===== config.mk =====
export PLATFORM = sky130hd
export DESIGN_NAME = led_pattern_monitor
export DESIGN_NICKNAME = d
export VERILOG_FILES = /design/src/rtl/led_pattern_pkg.sv /design/src/rtl/led_pattern_match.sv /design/src/rtl/led_pattern_monitor.sv
export SDC_FILE = /design/constraint.sdc
export NUM_CORES = 1
export LEC_CHECK = 0
export CAP_MARGIN = 25
export CORE_MARGIN = 3
export CORE_UTILIZATION = 25
export DETAILED_ROUTE_END_ITERATION = 6
export GPL_TIMING_DRIVEN = 0
export PLACE_DENSITY = 0.38
export SLEW_MARGIN = 10
export SYNTH_ARGS = -nofsm -noshare
export SYNTH_HDL_FRONTEND = slang
export SYNTH_SLANG_ARGS = --single-unit

===== constraint.sdc =====
create_clock -name clock -period 4.75 [get_ports clock]
set_input_delay 0.95 -clock clock [delete_from_list [all_inputs] [get_ports clock]]
set_output_delay 0.95 -clock clock [all_outputs]
set_load 0.02 [all_outputs]

===== src/rtl/led_pattern_pkg.sv =====
// Shared encodings, constants and helpers for the LED pattern monitor.
package led_pattern_pkg;

  localparam logic [1:0] MODE_COUNT = 2'd0;
  localparam logic [1:0] MODE_SCAN  = 2'd1;
  localparam logic [1:0] MODE_LFSR  = 2'd2;
  localparam logic [1:0] MODE_ALT   = 2'd3;

  localparam logic [7:0] LFSR_TAPS = 8'hB8;
  localparam logic [7:0] PAT_AA    = 8'hAA;
  localparam logic [7:0] PAT_55    = 8'h55;
  localparam logic [3:0] CAND_ALL  = 4'b1111;

  typedef enum logic {
    ST_ACQUIRE = 1'b0,
    ST_LOCKED  = 1'b1
  } state_t;

  // Feedback bit of the generator's shift register: parity over the tapped bits.
  function automatic logic lfsr_feedback(input logic [7:0] v);
    return ^(v & LFSR_TAPS);
  endfunction

  function automatic logic is_onehot8(input logic [7:0] v);
    return (v != 8'd0) && ((v & (v - 8'd1)) == 8'd0);
  endfunction

  function automatic logic is_onehot4(input logic [3:0] v);
    return (v != 4'd0) && ((v & (v - 4'd1)) == 4'd0);
  endfunction

  function automatic logic [1:0] cand_index(input logic [3:0] v);
    logic [1:0] idx;
    case (v)
      4'b0001: idx = MODE_COUNT;
      4'b0010: idx = MODE_SCAN;
      4'b0100: idx = MODE_LFSR;
      4'b1000: idx = MODE_ALT;
      default: idx = MODE_COUNT;
    endcase
    return idx;
  endfunction

endpackage


===== src/rtl/led_pattern_match.sv =====
// Combinational classifier: which known patterns explain the step prev -> cur.
module led_pattern_match
  import led_pattern_pkg::*;
(
  input  logic [7:0] prev,
  input  logic [7:0] cur,
  output logic [3:0] match
);

  logic [7:0] prev_inc_s;
  logic [7:0] lfsr_next_s;
  logic       scan_s;
  logic       alt_s;

  assign prev_inc_s  = prev + 8'd1;
  assign lfsr_next_s = {prev[6:0], lfsr_feedback(prev)};
  assign scan_s      = is_onehot8(prev) && is_onehot8(cur) &&
                       ((cur == (prev << 1)) || (cur == (prev >> 1)));
  assign alt_s       = ((prev == PAT_AA) && (cur == PAT_55)) ||
                       ((prev == PAT_55) && (cur == PAT_AA));

  assign match = {alt_s, (cur == lfsr_next_s), scan_s, (cur == prev_inc_s)};

endmodule


===== src/rtl/led_pattern_monitor.sv =====
// Identifies which LED pattern a generator is producing, locks onto it and flags violations and stalls.
module led_pattern_monitor
  import led_pattern_pkg::*;
#(
  parameter int LOCK_COUNT     = 4,
  parameter int TIMEOUT_CYCLES = 1024
) (
  input  logic       clock,
  input  logic       reset,
  input  logic       enable,
  input  logic [7:0] led_in,
  output logic [1:0] mode,
  output logic       locked,
  output logic       mismatch,
  output logic       stale,
  output logic [3:0] cand
);

  localparam int              IDLE_W   = $clog2(TIMEOUT_CYCLES + 1);
  localparam logic [IDLE_W-1:0] IDLE_MAX = IDLE_W'(TIMEOUT_CYCLES);
  localparam logic [IDLE_W-1:0] IDLE_ONE = IDLE_W'(1);
  localparam logic [3:0]      LOCK_RUN = 4'(LOCK_COUNT);

  state_t            state_r, state_s;
  logic [7:0]        cur_r, prev_r, prev_s;
  logic              prev_valid_r;
  logic [3:0]        cand_r, cand_s;
  logic [3:0]        run_r, run_s;
  logic [IDLE_W-1:0] idle_r, idle_s;
  logic [1:0]        mode_r, mode_s;
  logic              locked_r, locked_s;
  logic              mismatch_r, mismatch_s;
  logic              stale_r, stale_s;
  logic [3:0]        match_s, hit_s, acq_cand_s;
  logic [3:0]        acq_run_s;
  logic              change_s;

  led_pattern_match u_match (
    .prev  (prev_r),
    .cur   (cur_r),
    .match (match_s)
  );

  assign change_s = (cur_r != prev_r);

  // prev follows the raw bus until the monitor is enabled and primed, then trails cur.
  always_comb begin
    if (enable && prev_valid_r) begin
      prev_s = cur_r;
    end else begin
      prev_s = led_in;
    end
  end

  // Next-state and output decode of the ACQUIRE/LOCKED machine plus idle tracking.
  always_comb begin
    state_s    = state_r;
    cand_s     = cand_r;
    run_s      = run_r;
    idle_s     = idle_r;
    mode_s     = mode_r;
    locked_s   = locked_r;
    stale_s    = stale_r;
    mismatch_s = 1'b0;

    hit_s = cand_r & match_s;
    if (hit_s != 4'd0) begin
      acq_cand_s = hit_s;
      acq_run_s  = (run_r == 4'd15) ? 4'd15 : (run_r + 4'd1);
    end else if (match_s != 4'd0) begin
      acq_cand_s = match_s;
      acq_run_s  = 4'd1;
    end else begin
      acq_cand_s = CAND_ALL;
      acq_run_s  = 4'd0;
    end

    if (!enable) begin
      state_s  = ST_ACQUIRE;
      cand_s   = CAND_ALL;
      run_s    = 4'd0;
      idle_s   = '0;
      locked_s = 1'b0;
      stale_s  = 1'b0;
    end else if (!prev_valid_r) begin
      idle_s = idle_r;
    end else if (change_s) begin
      idle_s  = '0;
      stale_s = 1'b0;
      case (state_r)
        ST_ACQUIRE: begin
          cand_s = acq_cand_s;
          run_s  = acq_run_s;
          if (is_onehot4(acq_cand_s) && (acq_run_s >= LOCK_RUN)) begin
            state_s  = ST_LOCKED;
            locked_s = 1'b1;
            mode_s   = cand_index(acq_cand_s);
          end else begin
            state_s = ST_ACQUIRE;
          end
        end
        ST_LOCKED: begin
          if (match_s[mode_r]) begin
            state_s = ST_LOCKED;
          end else begin
            mismatch_s = 1'b1;
            locked_s   = 1'b0;
            state_s    = ST_ACQUIRE;
            cand_s     = (match_s != 4'd0) ? match_s : CAND_ALL;
            run_s      = (match_s != 4'd0) ? 4'd1 : 4'd0;
          end
        end
        default: begin
          state_s  = ST_ACQUIRE;
          cand_s   = CAND_ALL;
          run_s    = 4'd0;
          locked_s = 1'b0;
        end
      endcase
    end else begin
      idle_s = (idle_r == IDLE_MAX) ? IDLE_MAX : (idle_r + IDLE_ONE);
      // A stalled generator invalidates any lock; restart acquisition from scratch.
      if (idle_s == IDLE_MAX) begin
        stale_s  = 1'b1;
        state_s  = ST_ACQUIRE;
        locked_s = 1'b0;
        cand_s   = CAND_ALL;
        run_s    = 4'd0;
      end else begin
        stale_s = stale_r;
      end
    end
  end

  // State and registered outputs; reset wins over everything.
  always_ff @(posedge clock or posedge reset) begin
    if (reset) begin
      state_r      <= ST_ACQUIRE;
      cur_r        <= 8'd0;
      prev_r       <= 8'd0;
      prev_valid_r <= 1'b0;
      cand_r       <= CAND_ALL;
      run_r        <= 4'd0;
      idle_r       <= '0;
      mode_r       <= MODE_COUNT;
      locked_r     <= 1'b0;
      mismatch_r   <= 1'b0;
      stale_r      <= 1'b0;
    end else begin
      state_r      <= state_s;
      cur_r        <= led_in;
      prev_r       <= prev_s;
      prev_valid_r <= enable;
      cand_r       <= cand_s;
      run_r        <= run_s;
      idle_r       <= idle_s;
      mode_r       <= mode_s;
      locked_r     <= locked_s;
      mismatch_r   <= mismatch_s;
      stale_r      <= stale_s;
    end
  end

  assign mode     = mode_r;
  assign locked   = locked_r;
  assign mismatch = mismatch_r;
  assign stale    = stale_r;
  assign cand     = cand_r;

endmodule


==> qor.csv <==
metric,value,unit
Hold Path Class,reg2reg,
most frequent CP cell,and3_1,
Remaining DRCs,0,
Post-synth EDFFs,0,
Post-Synthesis Cells,352,
Tmin final,3.708,ns
Worst-Skew Late Latency,0.30,ns
CTS max path bufs,2,
CTS buffer count,5,
Worst slew margin,0.5388,
status,finished clean,
Final ANT Viol Nets,0,
layout cell share with drive strength beyond 1,0.1263,
clock skew,0.009155,ns
largest net degree at the start of global routing,31,
Synth async-reset ratio,1.000,
WL/cell,15.39,µm
Worst Path Required,4.93,ns
htree depth,2,
# hold bufs at CTS,0,
Post-Syn Area,0.003172,mm²
post-CTS sizing,0,
vias in the first global route,2658,
predominant post-synthesis flop cell,dfrtp_1,
GR Util All Layers,0.1257,
"top cells by count, synth","dfrtp_1, nand2_1, o21ai_0, xor2_1, nor2_1",
fmax,269.7,MHz
Synth Warn #,0,
Max Cap Viol,0,
design area,0.003744,mm²
TritonCTS clock tree,done,
Num Clock Sinks,42,
worst ir drop on vdd,0.1157,mV
die extent in y,118.6,µm
core area,0.01221,mm²
Final Core Density,0.3066,
top cell type's share of synthesized area,0.2998,
"Hold Vio Cnt, Final",0,
RD Place Congestion,0.8225,
initial antenna violation count,0,
register area share after synthesis,0.3329,
port buffer count,19,
unrepaired setup endpoints after global routing,no,
P per Cell Area,236.1,mW/mm²
"Slew Viols, Final",0,
via count,2697,
first-pass GRT wire length,14250,µm
Worst path slowest cell,or4b_1,
critical path cell sequence,"clkbuf_1, inv_1, ha_1, or3b_1, or4b_1, o211a_1, and3_1, buf_6, and3_1, a211o_1, a2111oi_4, mux2_1",
CP startpoint kind,register,
fill cell count,1344,
max incr delay on CP,0.48,ns
gr ovfl total,0,
Netlist cell types,65,
flop2flop setup slack,1.04,ns
Multi-input gate area,0.001943,mm²
# IOs,20,
"FF+latch count, synth",42,
Area Overhead vs Synth,18.03,%
Post-CTS Setup Bufs,0,
# placed instances,540,
"Data arrival, critical path",3.89,ns
LEAKAGE,1.520,nW
clk slew on worst S/H paths,0.07,ns
syn nets,375,
"Avg Cell Area, Syn",9.011,µm²
Crit Path Class,reg2reg,
"Max FO, Critical Path",8,
vias per inst,4.922,
worst-margin pin slew,0.6892,ns
Starting DRT DRC Count,144,
leading area contributor after synthesis,dfrtp_1,
Initial Util,0.2597,
drt pass-1 iters,4,
"Cell Count, Final, Fillers Out",548,
TNS Setup,0,ns
DP HPWL,6210,µm
die width,118.6,µm
Ant. Diodes,0,
"Setup violations, final",0,
cell with the most instances after synthesis,dfrtp_1,
area post-placement,0.003592,mm²
root buffer cell,clkbuf_16,
row count,40,
"top cells by area, synth","dfrtp_1, xor2_1, ha_1, o21ai_0, dfstp_2",
crit end category,register,
Detailed Route WL,8434,µm
Reg area,0.001056,mm²
Nets,402,
final period utilization,0.7806,
Die Area,0.01407,mm²
cell usage in the layout (no fill, tap or decap), types with 6 or more instances in the layout:
master           count
xnor2_1             10
buf_2               15
nand2_1             26
o21ai_0             24
clkdlybuf4s50_1     19
clkbuf_1             8
inv_1               13
xor2_1              23
nand3_1             11
and3_1              10
mux2_2               8
dfrtp_1             38
nor2b_1              6
a21oi_1              8
o31ai_1             10
nor2_1              17
nand4_1              8
ha_1                12
nand2b_1             9
nor4_1              10
stage by stage:
stage | total power, mW | setup WS [ns] | hold WS, ns
after floorplan | 0.4836 | 1.430 | 0.4927
after global placement | 0.5279 | 1.061 | 0.4650
after detailed placement | 0.5293 | 1.084 | 0.4882
after CTS | 0.9012 | 1.060 | 0.5042
after global routing | 0.9326 | 0.8248 | 0.5097
final | 0.8840 | 1.042 | 0.4990
final timing paths:
kind / startpoint / end / depth (start not counted)
min in group asynchronous: reset / cur_r[1]$_DFF_PP0_ / 2
worst max-delay path: prev_r[1]$_DFF_PP0_ / mode[0]$_DFFE_PP0P_ / 12
worst max register to register: prev_r[1]$_DFF_PP0_ / mode[0]$_DFFE_PP0P_ / 12
worst min-delay path: locked$_DFFE_PP0P_ / locked$_DFFE_PP0P_ / 1
worst min register to register: locked$_DFFE_PP0P_ / locked$_DFFE_PP0P_ / 1
max in group asynchronous: reset / cand[1]$_DFFE_PP1P_ / 3
critical path, delay by kind of cell (launching register included):
kind                     cells  cell delay [ns]
multiplexers                 1             0.37
AND/OR/NAND/NOR              4             1.20
flip-flops                   1             0.40
adder cells (fa/ha/maj)      1             0.21
buffers and inverters        3             0.53
AO/OA/AOI/OAI                3             0.87
routing by layer:
layer / track usage / part of all wire / up-vias
li1: - / - / 1342
met2: 0.1908 / 0.45 / 56
met3: 0.02392 / 0.038 / 10
met4: 0.04852 / 0.015 / 0
met5: 0 / 0 / -
met1: 0.1759 / 0.50 / 1289
final cells by class:
cell class / count / area share
buffer: 25 / 0.03209
clock buffer: 6 / 0.03710
clock inverter: 2 / 0.003342
inverter: 14 / 0.01404
multi-input combinational: 271 / 0.5190
sequential: 42 / 0.2821
tap: 168 / 0.05615
timing repair buffer: 20 / 0.05615
cell families (layout without fill, tap and decap cells):
| kind of cell | after synthesis | in the layout | synth area share |
|---|---|---|---|
| and+or+nand+nor | 131 | 131 | 0.2418 |
| AOI/OAI and AO/OA | 85 | 85 | 0.1972 |
| DFF | 42 | 42 | 0.3329 |
| buffers and inverters | 39 | 67 | 0.05444 |
| xor gates and xnor gates | 33 | 33 | 0.09112 |
| adders and majority gates | 12 | 12 | 0.04734 |
| muxes | 10 | 10 | 0.03511 |
state kept, by name, indices dropped and copies added (netlist names):
name and cells:
cand 4, mismatch 1, locked 1, prev_r 8, cur_r 8, run_r 4, idle_r 11, stale 1
state_r 1, prev_valid_r 1, mode 2
where the power goes:
part           leakage [nW]  internal, mW  switching, mW
Sequential            0.533         0.368        0.00636
Combinational         0.915        0.0592         0.0882
Clock                0.0729         0.208          0.154
Total                  1.52         0.636          0.248
(Power assumes the default switching activity.)
